**src/rtl/seg_pipe_adder.sv**
```systemverilog
// seg_pipe_adder
//
// Pipelined WIDTH-bit unsigned adder with carry-in. The operands are cut
// into STAGES equal slices of SW = WIDTH/STAGES bits; stage k adds slice k
// using the carry registered by stage k-1. Every stage has a valid/ready
// handshake, so the pipe sustains one addition per clock and stalls cleanly.
//
// Optional feature (macro SEG_PIPE_ADDER_SAT_EN):
//   defined   -> the result saturates to all ones whenever the final carry is 1
//                (cout still reports 1).
//   undefined -> the result wraps modulo 2^WIDTH and cout is the raw carry.
//
// Ports:
//   clk        clock, rising edge
//   rst        asynchronous active-high reset
//   in_valid   operand beat present
//   in_ready   block accepts a beat this cycle
//   a, b       WIDTH-bit unsigned operands
//   cin        carry-in
//   out_valid  result beat present
//   out_ready  consumer accepts the result this cycle
//   sum        WIDTH-bit result
//   cout       carry out of bit WIDTH-1
//   busy       any stage holds a beat

module seg_pipe_adder #(
  parameter int WIDTH  = 32,
  parameter int STAGES = 4
) (
  input  logic             clk,
  input  logic             rst,
  input  logic             in_valid,
  output logic             in_ready,
  input  logic [WIDTH-1:0] a,
  input  logic [WIDTH-1:0] b,
  input  logic             cin,
  output logic             out_valid,
  input  logic             out_ready,
  output logic [WIDTH-1:0] sum,
  output logic             cout,
  output logic             busy
);

  localparam int SW = WIDTH / STAGES;

  logic [STAGES-1:0] valid_q, valid_d;
  logic [STAGES-1:0] carry_q, carry_d;
  logic [WIDTH-1:0]  sum_q [STAGES];
  logic [WIDTH-1:0]  sum_d [STAGES];
  logic [WIDTH-1:0]  a_q   [STAGES];
  logic [WIDTH-1:0]  a_d   [STAGES];
  logic [WIDTH-1:0]  b_q   [STAGES];
  logic [WIDTH-1:0]  b_d   [STAGES];
  logic [STAGES:0]   ready;
  logic [SW:0]       add_tmp;

  // Ready chain runs backwards from the consumer: a stage can take a beat if
  // it is empty or if its own beat leaves this cycle. Purely combinational,
  // so a stalled output propagates to in_ready in the same cycle.
  always_comb begin
    ready[STAGES] = out_ready;
    for (int k = STAGES - 1; k >= 0; k--) begin
      ready[k] = !valid_q[k] || ready[k+1];
    end
  end

  // Next-state for every stage. A ready stage takes whatever its upstream
  // offers (possibly nothing, which clears its valid); a stalled stage holds.
  // Slices below the current one are copied, slice k is computed here, and
  // the full operand words travel along so later stages can pick their slice.
  always_comb begin
    valid_d = valid_q;
    carry_d = carry_q;
    sum_d   = sum_q;
    a_d     = a_q;
    b_d     = b_q;
    add_tmp = '0;

    if (ready[0]) begin
      valid_d[0] = in_valid;
      if (in_valid) begin
        add_tmp = {1'b0, a[SW-1:0]} + {1'b0, b[SW-1:0]} + {{SW{1'b0}}, cin};
        sum_d[0]          = '0;
        sum_d[0][SW-1:0]  = add_tmp[SW-1:0];
        carry_d[0]        = add_tmp[SW];
        a_d[0]            = a;
        b_d[0]            = b;
      end
    end

    for (int k = 1; k < STAGES; k++) begin
      if (ready[k]) begin
        valid_d[k] = valid_q[k-1];
        if (valid_q[k-1]) begin
          add_tmp = {1'b0, a_q[k-1][k*SW +: SW]} + {1'b0, b_q[k-1][k*SW +: SW]}
                    + {{SW{1'b0}}, carry_q[k-1]};
          sum_d[k]             = sum_q[k-1];
          sum_d[k][k*SW +: SW] = add_tmp[SW-1:0];
          carry_d[k]           = add_tmp[SW];
          a_d[k]               = a_q[k-1];
          b_d[k]               = b_q[k-1];
        end
      end
    end
  end

  // Pipeline registers. Reset clears data as well as valids so the output
  // port reads zero while the pipe is empty after reset.
  always_ff @(posedge clk or posedge rst) begin
    if (rst) begin
      valid_q <= '0;
      carry_q <= '0;
      for (int k = 0; k < STAGES; k++) begin
        sum_q[k] <= '0;
        a_q[k]   <= '0;
        b_q[k]   <= '0;
      end
    end else begin
      valid_q <= valid_d;
      carry_q <= carry_d;
      sum_q   <= sum_d;
      a_q     <= a_d;
      b_q     <= b_d;
    end
  end

  assign in_ready  = ready[0];
  assign out_valid = valid_q[STAGES-1];
  assign cout      = carry_q[STAGES-1];
  assign busy      = |valid_q;

`ifdef SEG_PIPE_ADDER_SAT_EN
  // Saturation is a mux on registered values, so it adds no latency and the
  // output stays stable while the last stage is stalled.
  assign sum = carry_q[STAGES-1] ? {WIDTH{1'b1}} : sum_q[STAGES-1];
`else
  assign sum = sum_q[STAGES-1];
`endif

endmodule
```
**config.mk**
```make
export PLATFORM = sky130hd
export DESIGN_NAME = seg_pipe_adder
export DESIGN_NICKNAME = d
export VERILOG_FILES = /design/src/rtl/seg_pipe_adder.sv
export SDC_FILE = /design/constraint.sdc
export NUM_CORES = 1
export LEC_CHECK = 0
export ABC_AREA = 1
export CORE_MARGIN = 1
export CORE_UTILIZATION = 35
export CTS_CLUSTER_DIAMETER = 30
export DETAILED_ROUTE_END_ITERATION = 10
export PLACE_DENSITY = 0.53
export SLEW_MARGIN = 20
export SYNTH_ARGS = -nofsm -noshare
export SYNTH_HDL_FRONTEND = slang
export SYNTH_SLANG_ARGS = --single-unit
```
**constraint.sdc**
```tcl
create_clock -name clk -period 8.8 [get_ports clk]
set_input_delay 1.32 -clock clk [delete_from_list [all_inputs] [get_ports clk]]
set_output_delay 1.32 -clock clk [all_outputs]
set_load 0.02 [all_outputs]
```
==> impl_metrics.env, run 1 <==
export IMPL_status="completed"
export IMPL_routed_wl_mm=17.3
export IMPL_async_reset_ff_share_pct=100
export IMPL_initial_core_util_pct=36.0
export IMPL_period_needed_ns=3.97
export IMPL_clockBufferDepth=2
export IMPL_area_growth_pct=19.7
export IMPL_detail_route_vias_per_cell=4.27
export IMPL_wl_met2_mm=6.67
export IMPL_dpl_hpwl_mm=11.7
export IMPL_fin_crit_sh_pct=45.1
export IMPL_synthCells=1021
export IMPL_io_buffers=104
export IMPL_synth_cell_type_count=26
export IMPL_reg2reg_to="sum_q[54]$_DFFE_PP0P_"
export IMPL_syn_area_um2=8520
export IMPL_cts_root_buf="clkbuf_16"
export IMPL_peakVddDrop_uv=161
export IMPL_slew_headroom_pct=31.0
export IMPL_globalRouteOverflowTotal=0
export IMPL_ys_warn_count=0
export IMPL_dr_pass1_iters=4
export IMPL_cts_resized=0
export IMPL_path_cells="clkdlybuf4s50_1, nor2_4, nand4_2, clkdlybuf4s50_1"
export IMPL_io_pins=105
export IMPL_end_kind="output port"
export IMPL_synth_ff_latch_count=184
export IMPL_cts_inserted_buffers=17
export IMPL_synthTopCellsByArea="dfrtp_1 54%, nand2_1 24%, ha_1 4.1%"
export IMPL_yosysMostFrequentCell="nand2_1"
export IMPL_worst_slew_pin_transition_ns=1.03
export IMPL_core_um2=23700
export IMPL_dieArea_um2=25000
export IMPL_fp_dieH_um=158
export IMPL_fillers=2471
export IMPL_cap_violations=0
export IMPL_p_total_mw=3.11
export IMPL_crit_top_cell="clkdlybuf4s50_1"
export IMPL_crit_arrival_ns=2.65
export IMPL_critPathMaxStageDelay_ns=0.57
export IMPL_first_iter_violations=300
export IMPL_p_int_mw=2.02
export IMPL_p_leak_nw=5.34
export IMPL_yosysTopAreaCell="dfrtp_1"
export IMPL_rsz0062_at_grt="no"
export IMPL_hold_path_class="reg -> reg"
export IMPL_r2r_start="valid_q[3]$_DFFE_PP0P_"
export IMPL_wl_per_cell_um=12.2
export IMPL_synth_edf_count=0
export IMPL_synth_ff_type="dfrtp_1"
export IMPL_synth_seq_area_share_pct=54.0
export IMPL_place_congestion=0.773
export IMPL_grt_pass1_vias=5859
export IMPL_grt_start_max_net_pins=107
export IMPL_max_freq_ghz=0.252
export IMPL_hp_start="a_q[125]$_DFFE_PP0P_"
export IMPL_antenna_found_initial=0
export IMPL_drive_above_1_share_pct=5.30
export IMPL_cellPowerDensity_nw_per_um2=304
export IMPL_cp_required_ns=7.48
export IMPL_finalHoldViolCount=0
export IMPL_holdBufCountCts=0
export IMPL_route_vias_total=6032
export IMPL_ctsHtreeMaxLevel=4
export IMPL_crit_type="in -> out"
export IMPL_switching_share_pct=35.0
export IMPL_setup_violations=0
export IMPL_grt_pass1_wl_mm=29.4
export IMPL_synth_avg_cell_area_um2=8.35
export IMPL_clk_pin_slew_ns=0.06
export IMPL_holdPathStages=2
export IMPL_min_to="a_q[93]$_DFFE_PP0P_"
export IMPL_ys_top_cells_by_count="538 x nand2_1, 184 x dfrtp_1, 51 x inv_1, 37 x buf_4, 37 x nand3_1"
export IMPL_ant_nets=0
export IMPL_grt_total_usage_pct=15.2
export IMPL_critical_path_slowest_cell="clkdlybuf4s50_1"
export IMPL_combPwrFrac_pct=33.4
export IMPL_place_area_um2=9580
export IMPL_final_setup_tns_ns=0
export IMPL_r2r_setup_slack_ns=5.94
export IMPL_syn_nets=1126
export IMPL_seqPwrFrac_pct=41.7
export IMPL_top_layer="met4"
export IMPL_postCtsSetupRepairBufs=0
export IMPL_worstPathMaxFanout=4
export IMPL_startpoint_type="input port"
export IMPL_met3_length_um=591
export IMPL_critPathBufInv=2
export IMPL_pre_cts_ws_ns=4.82
export IMPL_design_area_um2=10200
export IMPL_fp_row_count=56
export IMPL_cts_tree="done"
export IMPL_crit_start="out_ready"
export IMPL_antenna_cells=0
export IMPL_finalWorstSetupSlack_ns=4.83
export IMPL_die_width_um=158
export IMPL_cp_top_family="buffers and inverters"
export IMPL_rr_worst_depth=7
export IMPL_clockPowerShare_pct=24.9
export IMPL_final_util_pct=43.1
export IMPL_switchingPower_mw=1.09
export IMPL_drt_met1_wl_mm=9.72
export IMPL_nets=1187
export IMPL_fin_skew_ns=0.00673
export IMPL_final_max_slew_viol_count=0
export IMPL_synth_top_area_share_pct=54.0
export IMPL_clk_insertion_delay_late_ns=0.43
export IMPL_clock_sinks=184
export IMPL_drc=0
-- flip-flops by register name (all words and copies together) (netlist names) --
| register | cells |
|---|---|
| a_q | 48 |
| b_q | 48 |
| sum_q | 48 |
| sum | 32 |
| carry_q | 4 |
| valid_q | 4 |
-- power by group through the flow --
stage / clock [mW] / combinational [mW] / sequential, mW
finish: 0.774 / 1.04 / 1.30
global route: 0.820 / 1.20 / 1.33
CTS: 0.794 / 1.05 / 1.30
detailed placement: 0 / 1.04 / 1.31
global placement: 0 / 1.04 / 1.31
floorplan: 0 / 0.819 / 1.27
-- worst max path at each step --
stage | slack [ns] | end | depth (start not counted)
after floorplan | 2.48 | a_q[104]$_DFFE_PP0P_ | 1
after global placement | 4.83 | in_ready | 4
after detailed placement | 4.82 | in_ready | 4
after CTS | 4.81 | in_ready | 4
after global routing | 4.65 | sum_q[55]$_DFFE_PP0P_ | 7
final | 4.83 | in_ready | 4
-- metrics by stage --
stage | hold WS (ns) | instances
2_1_floorplan | 0.442 | 1021
3_5_place_dp | 0.451 | 1381
6_report | 0.468 | 1414
4_1_cts | 0.468 | 1413
5_1_grt | 0.494 | 1414
3_3_place_gp | 0.452 | 1381
-- final cells by class --
class / count / area (um^2) / area share [%]
inverter: 55 / 211 / 2.07
sequential: 184 / 4600 / 45.1
tap: 319 / 399 / 3.91
multi-input combinational: 715 / 3290 / 32.3
timing repair buffer: 109 / 1090 / 10.7
clock inverter: 10 / 118 / 1.15
clock buffer: 22 / 484 / 4.75
-- tightest hold or removal path, stage by stage (launching register included) --
cell and delay (ns):
dfrtp_1 0.34, nand2_1 0.05, nand2_1 0.04
-- cells by family after synthesis --
kind of cell             after synthesis  share of synthesized area, %
AO/OA/AOI/OAI                         54                          3.30
XOR/XNOR                               4                         0.411
adder cells (fa/ha/maj)               36                          5.99
buffers and inverters                122                          7.38
flip-flops                           184                          54.0
AND/OR/NAND/NOR                      621                          28.9
-- per-layer routing --
| metal | track usage (%) | up-vias |
|---|---|---|
| li1 | - | 3244 |
| met1 | 23.2 | 2685 |
| met2 | 20.6 | 86 |
| met3 | 2.85 | 17 |
| met4 | 6.32 | 0 |
| met5 | 0 | - |
-- cell usage in the layout, fill, tap and decap left out --
cell type        instances
a21oi_1                 16
and2_1                   1
buf_12                   1
buf_4                    4
bufinv_16                2
clkbuf_1                 1
clkbuf_16               17
clkbuf_8                 4
clkdlybuf4s50_1        104
clkinv_1                 1
clkinv_2                 2
clkinv_4                 1
clkinvlp_4               4
dfrtp_1                184
fa_1                     8
ha_1                    28
inv_1                   49
inv_2                    4
inv_6                    2
nand2_1                538
nand2_2                  3
nand3_1                 37
nand3b_1                 8
nand4_1                  1
nand4_2                  1
nor2_1                  19
nor2_2                   1
nor2_4                   1
o211ai_1                 1
o21ai_0                 26
o21ai_1                  6
o21bai_1                 2
o22ai_1                  3
or2_2                   11
xnor2_1                  1
xor2_1                   3
No activity file was read; power rests on OpenSTA's default activity.
==> run 2, diff against run 1 <==
--- a/config.mk
+++ b/config.mk
@@ -10,7 +10,7 @@
 export CORE_UTILIZATION = 35
 export CTS_CLUSTER_DIAMETER = 30
 export DETAILED_ROUTE_END_ITERATION = 10
-export PLACE_DENSITY = 0.53
+export PLACE_DENSITY = 0.55
 export SLEW_MARGIN = 20
 export SYNTH_ARGS = -nofsm -noshare
 export SYNTH_HDL_FRONTEND = slang
==> constraint.sdc (replaced) <==
create_clock -name clk -period 3.5 [get_ports clk]
set_input_delay 0.525 -clock clk [delete_from_list [all_inputs] [get_ports clk]]
set_output_delay 0.525 -clock clk [all_outputs]
set_load 0.02 [all_outputs]
==> run 2 against run 1 <==
Compared with the run above:
- cell count grew 0.42%
- global-route usage shrank 0.34 points
- clock-buffer cell count shrank 4
- core utilization is essentially flat
- via count is essentially flat
- clock skew grew 0.0016 ns
- hold slack lost 0.0010 ns
- critical endpoint unchanged
- highest routed layer unchanged
==> impl_metrics.env, run 2 (synthesis results as in run 1) <==
export IMPL_status="completed"
export IMPL_crit_type="in -> out"
export IMPL_peakVddDrop_uv=310
export IMPL_fin_skew_ns=0.00834
export IMPL_worstPathMaxFanout=4
export IMPL_period_needed_ns=2.38
export IMPL_routed_wl_mm=17.0
export IMPL_hold_path_class="reg -> reg"
export IMPL_grt_pass1_wl_mm=29.2
export IMPL_postCtsSetupRepairBufs=0
export IMPL_route_vias_total=6036
export IMPL_io_buffers=104
export IMPL_final_cell_mix="538 x nand2_1, 184 x dfrtp_1, 104 x clkdlybuf4s50_1, 50 x inv_1, 37 x nand3_1"
export IMPL_ant_nets=0
export IMPL_end_kind="output port"
export IMPL_wl_per_cell_um=12.0
export IMPL_max_freq_ghz=0.420
export IMPL_rsz0062_at_grt="no"
export IMPL_cap_violations=0
export IMPL_fp_row_count=56
export IMPL_core_um2=23700
export IMPL_cp_required_ns=2.97
export IMPL_globalRouteOverflowTotal=0
export IMPL_clk_insertion_delay_late_ns=0.43
export IMPL_nets=1193
export IMPL_place_congestion=0.796
export IMPL_ctsHtreeMaxLevel=4
export IMPL_initial_core_util_pct=36.0
export IMPL_cellPowerDensity_nw_per_um2=750
export IMPL_antenna_found_initial=0
export IMPL_dr_pass1_iters=4
export IMPL_holdBufCountCts=0
export IMPL_area_growth_pct=19.7
export IMPL_finalHoldViolCount=0
export IMPL_largest_registers="a_q x48, b_q x48, sum_q x48"
export IMPL_die_width_um=158
export IMPL_instances_no_fill=1420
export IMPL_crit_arrival_ns=1.85
export IMPL_antenna_cells=0
export IMPL_final_common_cell="nand2_1"
export IMPL_cts_tree="done"
export IMPL_fin_crit_sh_pct=68.0
export IMPL_cts_inserted_buffers=17
export IMPL_startpoint_type="input port"
export IMPL_fp_dieH_um=158
export IMPL_cts_resized=0
export IMPL_p_leak_nw=5.36
export IMPL_path_cells="clkdlybuf4s50_1, nor2_4, nand4_2, clkdlybuf4s50_1"
export IMPL_clk_pin_slew_ns=0.07
export IMPL_clock_sinks=184
export IMPL_cts_root_buf="clkbuf_16"
export IMPL_dpl_hpwl_mm=11.9
export IMPL_slew_headroom_pct=52.6
export IMPL_dieArea_um2=25000
export IMPL_drc=0
export IMPL_critPathMaxStageDelay_ns=0.56
export IMPL_hold_slack_ns=0.466
export IMPL_cp_top_family="buffers and inverters"
export IMPL_critPathBufInv=2
export IMPL_final_setup_tns_ns=0
export IMPL_setup_violations=0
export IMPL_place_inst=1388
export IMPL_critical_path_slowest_cell="clkdlybuf4s50_1"
export IMPL_io_pins=105
export IMPL_worst_slew_pin_transition_ns=0.710
export IMPL_final_max_slew_viol_count=0
export IMPL_clockBufferDepth=2
export IMPL_drive_above_1_share_pct=5.90
export IMPL_first_iter_violations=397
export IMPL_detail_route_vias_per_cell=4.25
export IMPL_grt_start_max_net_pins=133
export IMPL_crit_top_cell="clkdlybuf4s50_1"
export IMPL_grt_total_usage_pct=14.8
export IMPL_grt_pass1_vias=5902
[run 2: final timing paths]
path / start / end / slack [ns] / cells past startpoint
min in group asynchronous: rst / sum[9]$_DFFE_PP0P_ / 0.58 / 3
max: out_ready / in_ready / 1.12 / 4
min: b_q[121]$_DFFE_PP0P_ / b_q[89]$_DFFE_PP0P_ / 0.47 / 2
max in group asynchronous: rst / b_q[57]$_DFFE_PP0P_ / 2.29 / 3
min reg2reg: b_q[121]$_DFFE_PP0P_ / b_q[89]$_DFFE_PP0P_ / 0.47 / 2
max reg2reg: carry_q[1]$_DFFE_PP0P_ / carry_q[2]$_DFFE_PP0P_ / 1.52 / 8
[run 2: area by class of cell]
class,count,area [um^2]
inverters,55,210
multi-input cells,715,3290
clock inverters,14,118
repair buffers,115,1140
flip-flops and latches,184,4600
well taps,319,399
clock buffers,18,439
fillers,2496,13500
[run 2: stage by stage]
stage	instance area, um^2	util [%]	power, mW	worst slack [ns]
floorplan	8530	-	5.25	0.610
global placement	9640	40.7	5.89	1.05
detailed placement	9640	40.7	5.93	0.997
CTS	10200	43.1	7.76	1.10
global route	10200	43.1	8.29	1.03
finish	10200	43.1	7.65	1.12
[run 2: tightest hold or removal path: cells and delay by family, from the launching register on]
kind	cells	cell delay, ns
flops	1	0.34
simple gates	2	0.10
[run 2: where the power goes]
| group | switching (mW) | internal (mW) |
|---|---|---|
| sequential | 0.405 | 2.85 |
| clock | 0.839 | 0.944 |
| combinational | 1.51 | 1.10 |
[run 2: metal layers]
metal | GRT usage (%) | up-vias | wire (um)
li1 | - | 3264 | -
met1 | 23.1 | 2669 | 9540
met2 | 19.9 | 97 | 6630
met3 | 3.48 | 6 | 673
met4 | 4.40 | 0 | 136
met5 | 0 | - | 0
